`src/rtl/spi_fpga_pkg.sv`:
```
// rtl/spi_fpga_pkg.sv - shared types and defaults for the SPI FPGA master/slave glue.
package spi_fpga_pkg;

  localparam int PACK_LENGTH_DEF = 8;

  typedef enum logic [2:0] {
    IDLE,
    FETCH,
    LAUNCH,
    XFER,
    GAP,
    DONE
  } seq_state_e;

endpackage

```
`src/rtl/spi_sync_fifo.sv`:
```
// rtl/spi_sync_fifo.sv - synchronous FIFO with full/empty flags, head word visible on rdata_o.
module spi_sync_fifo #(
  parameter int WIDTH = 8,
  parameter int DEPTH = 16
) (
  input  logic             clk_i,
  input  logic             rst_ni,
  input  logic             push_i,
  input  logic [WIDTH-1:0] wdata_i,
  input  logic             pop_i,
  output logic [WIDTH-1:0] rdata_o,
  output logic             full_o,
  output logic             empty_o
);

  localparam int AW = $clog2(DEPTH);

  // Pointers carry one extra wrap bit so equal indices can mean either full or empty.
  logic [AW:0]      wr_ptr_q, rd_ptr_q;
  logic [WIDTH-1:0] mem_q [DEPTH];
  logic             push_ok, pop_ok;

  assign full_o  = (wr_ptr_q[AW] != rd_ptr_q[AW]) && (wr_ptr_q[AW-1:0] == rd_ptr_q[AW-1:0]);
  assign empty_o = (wr_ptr_q == rd_ptr_q);
  assign push_ok = push_i && !full_o;
  assign pop_ok  = pop_i && !empty_o;
  assign rdata_o = mem_q[rd_ptr_q[AW-1:0]];

  always_ff @(posedge clk_i or negedge rst_ni) begin
    if (!rst_ni) begin
      wr_ptr_q <= '0;
      rd_ptr_q <= '0;
    end else begin
      if (push_ok) wr_ptr_q <= wr_ptr_q + (AW+1)'(1);
      if (pop_ok)  rd_ptr_q <= rd_ptr_q + (AW+1)'(1);
    end
  end

  always_ff @(posedge clk_i) begin
    if (push_ok) mem_q[wr_ptr_q[AW-1:0]] <= wdata_i;
  end

endmodule

```
`src/rtl/spi_master_burst_sequencer.sv`:
```
// rtl/spi_master_burst_sequencer.sv - buffers TX packs and launches SPI_FPGA_MASTER once per pack of a burst.
module spi_master_burst_sequencer
  import spi_fpga_pkg::*;
#(
  parameter int PACK_LENGTH    = PACK_LENGTH_DEF,
  parameter int FIFO_DEPTH     = 16,
  parameter int BURST_LEN_W    = 5,
  parameter int INTER_PACK_GAP = 4
) (
  input  logic                   IN_CLOCK,
  input  logic                   IN_RESET_N,
  input  logic [PACK_LENGTH-1:0] IN_WR_DATA,
  input  logic                   IN_WR_VALID,
  output logic                   OUT_WR_READY,
  input  logic                   IN_BURST_START,
  input  logic [BURST_LEN_W-1:0] IN_BURST_LEN,
  output logic                   OUT_BUSY,
  output logic                   OUT_LAUNCH,
  output logic [PACK_LENGTH-1:0] OUT_MASTER_DATA,
  input  logic                   IN_MASTER_CS,
  input  logic                   IN_MASTER_ACTION_DONE,
  input  logic [PACK_LENGTH-1:0] IN_MASTER_RECEIVE_DATA,
  output logic [PACK_LENGTH-1:0] OUT_RX_DATA,
  output logic                   OUT_RX_VALID,
  output logic                   OUT_BURST_DONE,
  output logic                   OUT_UNDERRUN
);

  localparam int GAP_W = $clog2(INTER_PACK_GAP + 1);

  seq_state_e             state_q, state_d;
  logic [BURST_LEN_W-1:0] remaining_q, remaining_d;
  logic [GAP_W-1:0]       gap_cnt_q, gap_cnt_d;
  logic [PACK_LENGTH-1:0] master_data_q, master_data_d;
  logic [PACK_LENGTH-1:0] rx_data_q, rx_data_d;
  logic                   rx_valid_q, rx_valid_d;
  logic                   underrun_q, underrun_d;
  logic                   burst_done_q;
  logic                   done_prev_q;
  logic                   rdy_en_q;
  logic                   done_rise;

  logic                   fifo_push, fifo_pop, fifo_full, fifo_empty;
  logic [PACK_LENGTH-1:0] fifo_rdata;

  spi_sync_fifo #(
    .WIDTH (PACK_LENGTH),
    .DEPTH (FIFO_DEPTH)
  ) u_tx_fifo (
    .clk_i   (IN_CLOCK),
    .rst_ni  (IN_RESET_N),
    .push_i  (fifo_push),
    .wdata_i (IN_WR_DATA),
    .pop_i   (fifo_pop),
    .rdata_o (fifo_rdata),
    .full_o  (fifo_full),
    .empty_o (fifo_empty)
  );

  // Ready is held low until the first clock after reset so writers never race the reset release.
  assign OUT_WR_READY    = rdy_en_q && !fifo_full;
  assign fifo_push       = IN_WR_VALID && OUT_WR_READY;
  assign OUT_LAUNCH      = (state_q == LAUNCH);
  assign OUT_BUSY        = (state_q != IDLE);
  assign OUT_MASTER_DATA = master_data_q;
  assign OUT_RX_DATA     = rx_data_q;
  assign OUT_RX_VALID    = rx_valid_q;
  assign OUT_BURST_DONE  = burst_done_q;
  assign OUT_UNDERRUN    = underrun_q;
  assign done_rise       = IN_MASTER_ACTION_DONE && !done_prev_q;

  always_comb begin
    state_d       = state_q;
    remaining_d   = remaining_q;
    gap_cnt_d     = gap_cnt_q;
    master_data_d = master_data_q;
    rx_data_d     = rx_data_q;
    rx_valid_d    = 1'b0;
    underrun_d    = 1'b0;
    fifo_pop      = 1'b0;
    case (state_q)
      IDLE: begin
        if (IN_BURST_START) begin
          remaining_d = IN_BURST_LEN;
          state_d     = (IN_BURST_LEN == '0) ? DONE : FETCH;
        end
      end
      FETCH: begin
        if (fifo_empty) begin
          underrun_d  = 1'b1;
          remaining_d = '0;
          state_d     = IDLE;
        end else begin
          fifo_pop      = 1'b1;
          master_data_d = fifo_rdata;
          state_d       = LAUNCH;
        end
      end
      LAUNCH: begin
        if (!IN_MASTER_CS) state_d = XFER;
      end
      XFER: begin
        if (done_rise) begin
          rx_data_d  = IN_MASTER_RECEIVE_DATA;
          rx_valid_d = 1'b1;
          if (remaining_q != '0) remaining_d = remaining_q - BURST_LEN_W'(1);
          gap_cnt_d  = '0;
          state_d    = GAP;
        end
      end
      GAP: begin
        if (gap_cnt_q == GAP_W'(INTER_PACK_GAP - 1)) begin
          state_d = (remaining_q != '0) ? FETCH : DONE;
        end else begin
          gap_cnt_d = gap_cnt_q + GAP_W'(1);
        end
      end
      DONE: state_d = IDLE;
      default: state_d = IDLE;
    endcase
  end

  always_ff @(posedge IN_CLOCK or negedge IN_RESET_N) begin
    if (!IN_RESET_N) begin
      state_q       <= IDLE;
      remaining_q   <= '0;
      gap_cnt_q     <= '0;
      master_data_q <= '0;
      rx_data_q     <= '0;
      rx_valid_q    <= 1'b0;
      underrun_q    <= 1'b0;
      burst_done_q  <= 1'b0;
      done_prev_q   <= 1'b0;
      rdy_en_q      <= 1'b0;
    end else begin
      state_q       <= state_d;
      remaining_q   <= remaining_d;
      gap_cnt_q     <= gap_cnt_d;
      master_data_q <= master_data_d;
      rx_data_q     <= rx_data_d;
      rx_valid_q    <= rx_valid_d;
      underrun_q    <= underrun_d;
      burst_done_q  <= (state_q == DONE);
      done_prev_q   <= IN_MASTER_ACTION_DONE;
      rdy_en_q      <= 1'b1;
    end
  end

endmodule
```
`config.mk`:
```
export PLATFORM = sky130hd
export DESIGN_NAME = spi_master_burst_sequencer
export DESIGN_NICKNAME = d
export VERILOG_FILES = /design/src/rtl/spi_fpga_pkg.sv /design/src/rtl/spi_sync_fifo.sv /design/src/rtl/spi_master_burst_sequencer.sv
export SDC_FILE = /design/constraint.sdc
export NUM_CORES = 1
export LEC_CHECK = 0
export CAP_MARGIN = 20
export CORE_ASPECT_RATIO = 1.1
export CORE_MARGIN = 2
export CORE_UTILIZATION = 58
export DETAILED_ROUTE_END_ITERATION = 12
export PLACE_DENSITY = 0.82
export SYNTH_ARGS = -nofsm -noshare
export SYNTH_HDL_FRONTEND = slang
export SYNTH_SLANG_ARGS = --single-unit
```
`constraint.sdc`:
```
create_clock -name IN_CLOCK -period 2.7 [get_ports IN_CLOCK]
set_input_delay 0.405 -clock IN_CLOCK [delete_from_list [all_inputs] [get_ports IN_CLOCK]]
set_output_delay 0.405 -clock IN_CLOCK [all_outputs]
set_load 0.005 [all_outputs]
```
==> results by group <==
Run status
  • Status: completed

Hold path
  • Worst Hold Class: input pin to asynchronous set/reset pin

Synth
  • YS warnings: 0
  • Syn Area/Cell: 16.4 um^2
  • Ys flop type: edfxtp_1
  • Syn Std Cell Area: 7000 um^2
  • Synth Net Count: 463
  • Yosys reg bits: 170
  • EDFF count, synth: 128
  • Cells after Synth: 428
  • Seq/Total Area, Yosys: 0.699
  • Synth cell types: 45
  • Post-synthesis async set-or-reset flop share: 0.247

Final layout
  • Commonest non-fill, non-tap cell in the layout: edfxtp_1
  • # diodes: 0
  • Most frequent cells in the layout: 128 x edfxtp_1, 47 x clkdlybuf4s50_1, 40 x dfrtp_1
  • Layout area overhead: 18.3%
  • Post-layout net count: 530
  • Final core utilization: 0.694
  • Share of post-route cells with drive strength above 1: 0.205
  • Fillers: 731

Drt
  • Residual DRC: 0
  • DR pass1 iterations: 6
  • WL final: 13500 um
  • DRT iter0 DRCs: 356
  • Avg WL per Cell: 20.4 um
  • Antenna-violating nets left: 0
  • Vias/cell: 5.93
  • Routed vias: 3927

Power
  • Power Dens Cells: 1040 nW/um^2
  • Flop pwr share: 0.408
  • Maximum vdd drop: 566 uV
  • Sw power: 2.80 mW
  • Power share of the clock group: 0.265
  • Lkg Pwr: 2.93 nW
  • Part of the power in combinational logic: 0.327
  • Switching part of the total: 0.327
  • Design internal power: 5.78 mW

Place
  • IO Port Bufs: 48
  • RePlAce Congestion: 0.885
  • Post-Place Worst Slack: 0.494 ns
  • Hpwl dp: 8660 um

Clock tree
  • CTS tree: yes
  • Number of post-CTS setup repair buffers: 0
  • CTS HTree Levels: 4
  • Worst-path clk slew: 0.07 ns
  • CTS max path bufs: 2
  • Clk sinks: 170
  • Clk_lat worst skew: 0.42 ns
  • Clock Root Buffer: clkbuf_16
  • Post-CTS Hold Buffers: 0
  • Cts repair resizes: 0
  • Cts bufs inserted: 17

GRT
  • GRT Total Usage: 0.222
  • First-pass GRT wire length: 20900 um
  • Vias in the first global route: 3806
  • Largest net degree at the start of global routing: 43
  • Grt ovf: 0
  • Initial antenna violation count: 0

Die
  • DIE AREA: 13000 um^2
  • Initial Util: 0.587
  • Chip width: 109 um
  • FP Rows: 42
  • Die Ht: 119 um
  • Io pins: 49
  • Core area: 11900 um^2

STA
  • Slew Limit Fails: 0
  • RSZ-0062 raised after global routing: no
  • Final setup skew: 0.00901 ns
  • Min Clock Period, post-route: 2.55 ns
  • Hold Fails Final Rpt: 0
  • Final setup viols: 0
  • Slew @ Worst Pin: 0.921 ns
  • Setup TNS: 0 ns
  • Slew headroom: 0.386
  • Post-route setup slack: 0.152 ns
  • Fmax: 393 MHz
  • Fin crit share: 0.944

Critical path
  • R2R Path Start: u_tx_fifo.wr_ptr_q[2]
  • Cells on worst reg2reg path: 6
  • WP data required: 2.30 ns
  • Critical path class: register to primary output
  • Crit-path max FO: 10
  • Reg2Reg Capture Point: u_tx_fifo.mem_q[0][2]
  • Startpoint Class: register
  • Worst R2R Setup Slack: 0.44 ns
  • WP data arrival: 2.14 ns
  • Endpoint class of the critical path: primary output

Run
  • MaxCap Viol Count: 0
## synthesized netlist by cell type, drive strengths merged, types with 2 or more instances
cell	number	area [um^2]
mux2	19	214
mux4	24	541
inv	9	33.8
xor2	8	70.1
nor2	29	109
nand2b	5	31.3
nor2b	17	106
ha	8	100
o22ai	4	25.0
a31oi	2	12.5
edfxtp	128	3840
buf	14	87.6
clkbuf	9	35.0
nand4	2	12.5
o21ai	6	30.0
nor3	10	50.1
and4	2	17.5
a21oi	24	128
mux2i	10	100
nand3	2	10.0
a211oi	8	60.1
a2111oi	8	70.1
xnor2	8	70.1
or3	2	12.5
nand2	15	56.3
dfrtp	42	1050
## cells by family after synthesis
family                   Yosys count  share of synthesized area
buffers and inverters             32                     0.0223
AND/OR/NAND/NOR                   90                     0.0678
AO/OA/AOI/OAI                     58                     0.0535
other                              1                   0.000536
flip-flops                       170                      0.699
multiplexers                      53                      0.122
XOR/XNOR                          16                     0.0200
adder cells (fa/ha/maj)            8                     0.0143
## sequential cells by signal, summed over array words and instances (netlist names)
register,cells
OUT_MASTER_DATA,8
state_q,3
rdy_en_q,1
remaining_q,5
done_prev_q,1
u_tx_fifo.mem_q,128
OUT_RX_VALID,1
gap_cnt_q,3
u_tx_fifo.wr_ptr_q,5
OUT_RX_DATA,8
u_tx_fifo.rd_ptr_q,5
OUT_BURST_DONE,1
OUT_UNDERRUN,1
## layer usage
| metal | global-route usage | up-vias | share of wire |
|---|---|---|---|
| li1 | - | 1767 | - |
| met1 | 0.300 | 1974 | 0.42 |
| met2 | 0.360 | 158 | 0.50 |
| met3 | 0.0520 | 28 | 0.054 |
| met4 | 0.0729 | 0 | 0.019 |
| met5 | 0 | - | 0 |
## worst max-delay path, cell delays in order, from the launching register on
cell and delay [ns]:
dfrtp_1 0.51, xor2_1 0.24, nor4_4 0.36, a21boi_0 0.14, clkdlybuf4s50_1 0.48
## stage by stage
step,power (mW),instances,hold slack (ns),instance area [um^2]
after floorplan,5.42,428,0.109,7000
after global routing,9.02,662,0.189,8280
after global placement,6.19,630,0.489,7720
final,8.58,662,0.124,8280
after detailed placement,6.33,630,0.497,7720
after CTS,8.62,662,0.147,8280
## worst max path at each step
| stage | start | to | depth (start not counted) |
|---|---|---|---|
| 3_3_place_gp | IN_WR_VALID | u_tx_fifo.mem_q[3][0] | 6 |
| 2_1_floorplan | u_tx_fifo.wr_ptr_q[3] | u_tx_fifo.mem_q[3][0] | 6 |
| 6_report | u_tx_fifo.wr_ptr_q[3] | OUT_WR_READY | 4 |
| 5_1_grt | u_tx_fifo.wr_ptr_q[3] | OUT_WR_READY | 4 |
| 3_5_place_dp | IN_MASTER_ACTION_DONE | remaining_q[3] | 5 |
| 4_1_cts | u_tx_fifo.wr_ptr_q[3] | OUT_WR_READY | 4 |
## layout make-up
type,instances,area [um^2],area share
Clock buffer,18,429,0.0518
Clock inverter,14,133,0.0160
Sequential cell,170,4900,0.591
Timing Repair Buffer,71,648,0.0783
Tap cell,154,193,0.0233
Multi-Input combinational cell,226,1950,0.235
Inverter,9,33.8,0.00408
## power by group through the flow
stage / logic (mW) / clock network, mW / registers (mW)
CTS: 2.82 / 2.31 / 3.50
floorplan: 2.00 / 0 / 3.42
global placement: 2.67 / 0 / 3.52
global route: 3.05 / 2.43 / 3.55
finish: 2.80 / 2.27 / 3.50
detailed placement: 2.78 / 0 / 3.54
Power figures use the tool's default switching activity.
